File: src/rtl/sump_pkg.sv
// Shared SUMP protocol definitions: decoder state encoding and well-known opcodes.
package sump_pkg;

    typedef enum logic [1:0] {
        IDLE = 2'd0,
        DATA = 2'd1,
        EMIT = 2'd2
    } cmd_dec_state_t;

    localparam logic [7:0] SUMP_RESET    = 8'h00;
    localparam logic [7:0] SUMP_RUN      = 8'h01;
    localparam logic [7:0] SUMP_ID       = 8'h02;
    localparam logic [7:0] SUMP_XON      = 8'h11;
    localparam logic [7:0] SUMP_XOFF     = 8'h13;
    localparam int         SUMP_LONG_BIT = 7;

endpackage

File: src/rtl/sump_cmd_decoder.sv
// Assembles SUMP short/long commands from the UART byte stream into a one-cycle
// command strobe, discarding partial long commands after an inter-byte timeout.
module sump_cmd_decoder
    import sump_pkg::*;
#(
    parameter int TMO = 50_000
) (
    input  logic        clk,
    input  logic        rst,
    input  logic        str_rxd_tvalid,
    input  logic [7:0]  str_rxd_tdata,
    output logic        str_rxd_tready,
    output logic [7:0]  cmd_code,
    output logic [31:0] cmd_data,
    output logic        cmd_valid,
    output logic        sts_busy,
    output logic        err_timeout
);

    localparam int             TW       = $clog2(TMO);
    localparam logic [TW-1:0]  TMO_LAST = TW'(TMO - 1);

    cmd_dec_state_t state_reg;
    logic [1:0]     cnt_reg;
    logic [TW-1:0]  tmo_reg;
    logic [7:0]     code_reg;
    logic [31:0]    data_reg;
    logic           tready_reg;
    logic [7:0]     cmd_code_reg;
    logic [31:0]    cmd_data_reg;
    logic           cmd_valid_reg;
    logic           busy_reg;
    logic           err_reg;
    logic           accept;

    assign accept = str_rxd_tvalid & tready_reg;

    // code_reg/data_reg assemble the command privately; the cmd_* outputs only
    // change when a command is emitted, so a timed-out command never leaks out.
    always_ff @(posedge clk or negedge rst) begin
        if (!rst) begin
            state_reg     <= IDLE;
            cnt_reg       <= 2'd0;
            tmo_reg       <= '0;
            code_reg      <= 8'h00;
            data_reg      <= 32'h0;
            tready_reg    <= 1'b0;
            cmd_code_reg  <= 8'h00;
            cmd_data_reg  <= 32'h0;
            cmd_valid_reg <= 1'b0;
            busy_reg      <= 1'b0;
            err_reg       <= 1'b0;
        end else begin
            cmd_valid_reg <= 1'b0;
            err_reg       <= 1'b0;
            case (state_reg)
                IDLE: begin
                    tready_reg <= 1'b1;
                    if (accept) begin
                        code_reg <= str_rxd_tdata;
                        data_reg <= 32'h0;
                        if (!str_rxd_tdata[SUMP_LONG_BIT]) begin
                            state_reg     <= EMIT;
                            cmd_code_reg  <= str_rxd_tdata;
                            cmd_data_reg  <= 32'h0;
                            cmd_valid_reg <= 1'b1;
                            tready_reg    <= 1'b0;
                        end else begin
                            state_reg <= DATA;
                            cnt_reg   <= 2'd0;
                            tmo_reg   <= '0;
                            busy_reg  <= 1'b1;
                        end
                    end
                end
                DATA: begin
                    if (accept) begin
                        data_reg[{cnt_reg, 3'b000} +: 8] <= str_rxd_tdata;
                        cnt_reg <= cnt_reg + 2'd1;
                        tmo_reg <= '0;
                        if (cnt_reg == 2'd3) begin
                            state_reg     <= EMIT;
                            cmd_code_reg  <= code_reg;
                            cmd_data_reg  <= {str_rxd_tdata, data_reg[23:0]};
                            cmd_valid_reg <= 1'b1;
                            tready_reg    <= 1'b0;
                            busy_reg      <= 1'b0;
                        end
                    end else if (tmo_reg == TMO_LAST) begin
                        state_reg <= IDLE;
                        err_reg   <= 1'b1;
                        busy_reg  <= 1'b0;
                    end else begin
                        tmo_reg <= tmo_reg + TW'(1);
                    end
                end
                EMIT: begin
                    state_reg  <= IDLE;
                    tready_reg <= 1'b1;
                end
                default: begin
                    state_reg  <= IDLE;
                    tready_reg <= 1'b0;
                    busy_reg   <= 1'b0;
                end
            endcase
        end
    end

    assign str_rxd_tready = tready_reg;
    assign cmd_code       = cmd_code_reg;
    assign cmd_data       = cmd_data_reg;
    assign cmd_valid      = cmd_valid_reg;
    assign sts_busy       = busy_reg;
    assign err_timeout    = err_reg;

endmodule

File: config.mk
export PLATFORM = sky130hd
export DESIGN_NAME = sump_cmd_decoder
export DESIGN_NICKNAME = d
export VERILOG_FILES = /design/src/rtl/sump_pkg.sv /design/src/rtl/sump_cmd_decoder.sv
export SDC_FILE = /design/constraint.sdc
export NUM_CORES = 1
export LEC_CHECK = 0
export ABC_AREA = 1
export CORE_MARGIN = 4
export CORE_UTILIZATION = 30
export DETAILED_ROUTE_END_ITERATION = 12
export GPL_TIMING_DRIVEN = 0
export PLACE_DENSITY = 0.57
export SYNTH_ARGS = -nofsm -noshare
export SYNTH_HDL_FRONTEND = slang
export SYNTH_SLANG_ARGS = --single-unit
export TNS_END_PERCENT = 20
File: constraint.sdc
create_clock -name clk -period 3.98 [get_ports clk]
set_clock_uncertainty 0.1 [all_clocks]
set_input_delay 0.796 -clock clk [delete_from_list [all_inputs] [get_ports clk]]
set_output_delay 0.796 -clock clk [all_outputs]
set_load 0.005 [all_outputs]
---- Word-level counts from Yosys, hierarchy flattened ----
Cells that the tools add are included.
cells by class
  $add $sub $neg .......................... 3
  multiply operators ...................... 0
  divide/modulo/power cells ............... 0
  $lt $le $gt $ge ......................... 0
  equality and inequality tests ........... 12
  shift operators ......................... 2
  mux-type cells .......................... 47
  bitwise operators ....................... 2
  reductions and logical operators ........ 10
operator list
  kind                                                   number
  two-way mux 32 bit                                     6
  one-hot mux 32 bit (2 select lines)                    2
  two-way mux 16 bit                                     4
  bitwise mux 32 bit                                     1
  two-way mux 8 bit                                      4
  one-hot mux 16 bit (2 select lines)                    1
  variable shift 8 x 7 -> 32 bit (first input constant)  1
  variable part select 8 x 7 -> 32 bit                   1
  adder 16 x 1 -> 16 bit (second input constant)         1
  equality test 16 bit (second input constant)           1
  two-way mux 2 bit                                      8
  one-hot mux 8 bit (2 select lines)                     1
  two-way mux 1 bit                                      15
  inequality test 2 bit (second input constant)          5
  AND reduction 5 bit                                    2
  inequality test 3 bit (second input constant)          3
  one-hot mux 2 bit (2 select lines)                     2
  AND reduction 4 bit                                    2
  negation 5 -> 7 bit                                    1
  one-hot mux 1 bit (3 select lines)                     2
  AND reduction 3 bit                                    2
  equality test 2 bit (second input constant)            2
  AND reduction 2 bit                                    2
  adder 2 x 1 -> 2 bit (second input constant)           1
  6 further kinds                                        6
storage, ports and cells
  register bits after elaboration ......... 104
  latch bits .............................. 0
  memory bits (writable) .................. 0
  bits in read-only memories .............. 0
  bits of input ports ..................... 11
  output and inout bits ................... 44
  memories ................................ 0

---- Logic depth before layout (Yosys ltp) ----
  depth after elaboration ................. 5
  gate-level depth with buffers ........... 11
  depth with buffers taken out ............ 10

---- Worst setup path after synthesis ----
OpenSTA, ideal clock, no wires.
  path type ............................... input to register
  start ................................... in str_rxd_tdata[7]
  end ..................................... reg tmo_reg[14]
  arrival time ............................ 1.840 ns
  required time ........................... 3.767 ns
  path slack .............................. 1.927 ns
  cell stages on the path ................. 9
  path through ............................ clkbuf_1 > inv_1 > o21ai_2 > nand2_2 > inv_1 > buf_6 > nand2_1 > nand2_1 > inv_1
on the way
  longest elaborated chain between the ends .. 2
RTL lines
  what                                    RTL line                source
  start: declaration                      sump_cmd_decoder.sv:11  input logic [7:0] str_rxd_tdata,
  inequality test 2 bit (no source line)  n/a
  AND reduction 4 bit (no source line)    n/a
  end signal: assignment                  sump_cmd_decoder.sv:94  tmo_reg <= tmo_reg + TW'(1);
  end: declaration                        sump_cmd_decoder.sv:25  logic [TW-1:0] tmo_reg;
No other way between the ends.
A chain may end at the register's enable or synchronous reset.

---- Worst setup path after layout ----
  start ................................... in str_rxd_tvalid
  end ..................................... reg cmd_data_reg[20], in the netlist cmd_data[20]
on the way
  longest elaborated chain between the ends .. 3
  elaborated cells on any way between the ends .. 4
  classes of those cells .................. eq/ne (2); bitwise (1); reduce/logical (1)
RTL lines
  what                                      RTL line                source
  start: declaration                        sump_cmd_decoder.sv:10  input logic str_rxd_tvalid,
  AND 1 bit (*)                             sump_cmd_decoder.sv:36  assign accept = str_rxd_tvalid & tready_reg;
  inequality test 2 bit (no source line)    n/a
  AND reduction 5 bit (no source line) (*)  n/a
  end signal: assignment                    sump_cmd_decoder.sv:84  cmd_data_reg <= {str_rxd_tdata, data_reg[23:0]};
  end: declaration                          sump_cmd_decoder.sv:30  logic [31:0] cmd_data_reg;
Mark *: on every way between the ends. The rest lies on a longest branch, timed or not.

==> results_dict.tcl <==
set metrics [dict create \
    yosys_warnings 0 \
    start_kind "primary input" \
    cpPeakStageDelay_ps 490 \
    drt_first_pass_iters 5 \
    worst_r2r_startpoint "str_rxd_tready" \
    ratio_of_cells_with_drive_above_1_in_the_final_layout_pct 6.483 \
    min_period_over_period_pct 65.93 \
    floorplan.die.width_um 130.6 \
    post-dp-hpwl_mm 8.365 \
    critPathCaptureType "flip-flop" \
    vias_in_the_first_global_route 3783 \
    critical_path.max_fanout 10 \
    timing.rr.end "cmd_data[20]" \
    drt_iter0_drc 313 \
    slew_headroom_pct 50.28 \
    grt_overflow 0 \
    chipHeight_um 130.6 \
    worst_ep_required_time_ps 4100 \
    cts_inserted_buffers 9 \
    cp_cell_sequence "clkdlybuf4s50_1 -> nand2_2 -> inv_2 -> nand2_2 -> a211oi_4 -> clkbuf_1 -> o21ai_0" \
    drcViolationCount 0 \
    gp_congestion 0.8571 \
    mostFrequentLayoutCells "nand2_1 (102), dfrtp_1 (96), inv_1 (88)" \
    worst_slack_placed_ps 986.5 \
    post-cts-setup-buffer-count 0 \
    detail_route.vias_per_cell 4.720 \
    largest_net_degree_at_the_start_of_global_routing 54 \
    fp-row-count 44 \
    most_frequent_standard_cell_in_the_layout_excluding_fill_and_tap_cells "nand2_1" \
    wl_mm 11.23 \
    max_cap_violations 0 \
    htree_num_levels 3 \
    largest_register_ff_count 32 \
    synth-seq-cells 96 \
    numPortBuffers 53 \
    arrival_time_of_data_at_the_critical_path_endpoint_ps 2740 \
    root_buffer "clkbuf_16" \
    r2r_setup_slack_ps 1840 \
    grtUsageTotal_pct 14.10 \
    cts.repair.resized 0 \
    synth.top_cell.area_share_pct 53.27 \
    clkSinkCount 96 \
    report.final.hold_viol_count 0 \
    status "complete, no violations" \
    synth_sequential_area_ratio_pct 53.27 \
    clk-insertion-delay-late_ps 350 \
    leading_post_synthesis_cells_by_cell_area "dfrtp_1 (53%), nand2_1 (8.5%), inv_1 (7.3%), o21ai_0 (7.2%), nand3_1 (6.5%)" \
    total_i_o_pin_count 55 \
    syn-instance-count 547 \
    timing_worst_slew_pin_value_ps 740.1 \
    floorplan.initialDensity_pct 30.79 \
    area.growth.synth_to_final_pct 24.67 \
    setup_viol_count_final 0 \
    static-leakage-power_nw 2.509 \
    cts_tree "done" \
    coreArea_mm2 0.01464 \
    synth_area_mm2 0.004509 \
    antenna_violations_before_repair 0 \
    cts-hold-fix-buffers 0 \
    avgSynthCellArea_um2 8.244 \
    syn-num-nets 564 \
    setup_ws_ps 1356 \
    yosys.area.top_type "dfrtp_1" \
    floorplan.die_area_mm2 0.01706 \
    p_per_area_mw_per_mm2 619.3 \
    num_antenna_cells 0 \
    drt-wirelength-per-cell_um 14.02 \
    synth.lib_cells_used.distinct 27 \
    cts_max_path_buffers 2 \
    worstHoldPathType "in2async" \
    grt_pass1_wl_mm 18.93 \
    unrepaired_setup_endpoints_after_global_routing "false" \
    rr_worst_depth 6 \
    fin_setup_tns_ps 0 \
    maxSlewViolCount 0 \
    vias 3781 \
    vdd.ir_drop.worst_mv 0.2484 \
    design.final.nets 629 \
    antenna_violating_nets_post_route 0 \
    clk_transition_reported_paths_ps 70 \
    critical_path.most_common_cell "nand2_2" \
    worstSetupPathType "in2reg" \
    clock.fmax_ghz 0.3811 \
    worst_path_max_delay_cell "a211oi_4" \
    shortest_period_the_worst_path_allows_ps 2624 \
]
## how the worst max path moves through the flow
stage | start | endpoint | slack [ps] | cells past startpoint
final | str_rxd_tvalid | cmd_data[20] | 1360 | 7
after global routing | str_rxd_tvalid | data_reg[23] | 1220 | 8
after CTS | str_rxd_tvalid | cmd_data[20] | 1360 | 7
after detailed placement | str_rxd_tvalid | cmd_data[20] | 990 | 7
after global placement | rst | cmd_data[17] | -1540 | 1
after floorplan | str_rxd_tdata[7] | tmo_reg[14] | 1930 | 9
## cell type report
cell class | count | area [µm²]
plain buffers | 20 | 95.09
clock buffers | 9 | 225.2
clock inverters | 7 | 101.3
fillers | 1472 | 9022
inverters | 92 | 345.3
multi-input cells | 339 | 1667
flip-flops and latches | 96 | 2402
well taps | 184 | 230.2
repair buffers | 54 | 555.5
## worst max-delay path, delay by kind of cell
| family | cells | cell delay (ps) |
|---|---|---|
| AOI/OAI and AO/OA | 2 | 640 |
| buffers and inverters | 3 | 1010 |
| and+or+nand+nor | 2 | 300 |
## cell families after synthesis
group	after synthesis	share of synthesized area, %
fa+ha+maj	6	1.665
flops	96	53.27
xor+xnor	3	0.5828
simple gates	235	23.31
compound gates	95	11.40
buf+inv	112	9.767
## metal layers
metal	wire length, µm	vias to the layer above	global-route usage (%)
met3	464	16	3.171
met2	5045	82	21.16
met5	0	-	0
met4	210	0	4.961
li1	-	1904	-
met1	5513	1779	20.10
## where the power goes
part | internal, W | switching [W] | leakage [nW] | total (W)
Combinational | 0.000447 | 0.000723 | 1.07 | 0.00117
Sequential | 0.00121 | 0.000156 | 1.28 | 0.00137
Clock | 0.000557 | 0.000386 | 0.158 | 0.000943
## synthesized netlist by cell type (all sizes together)
cell type / n
clkbuf: 10
dfrtp: 96
buf: 10
nor2: 46
o21bai: 1
ha: 6
a21oi: 14
nand2: 105
o31ai: 3
a211oi: 2
nor3: 4
xor2: 3
nand3: 59
o21ai: 74
inv: 92
nor4: 1
o211ai: 1
nand4: 20
## stage by stage
step | area (µm²) | hold slack (ps) | power [W] | cells | utilization, %
after global routing | 5622 | 399.6 | 0.003742 | 801 | 38.39
after detailed placement | 5295 | 370.0 | 0.002560 | 785 | 36.16
final | 5622 | 349.1 | 0.003482 | 801 | 38.39
after global placement | 5270 | 367.3 | 0.002526 | 784 | 35.99
after CTS | 5622 | 365.7 | 0.003529 | 801 | 38.39
after floorplan | 4509 | 342.7 | 0.002049 | 547 | -
(Power assumes the default switching activity.)
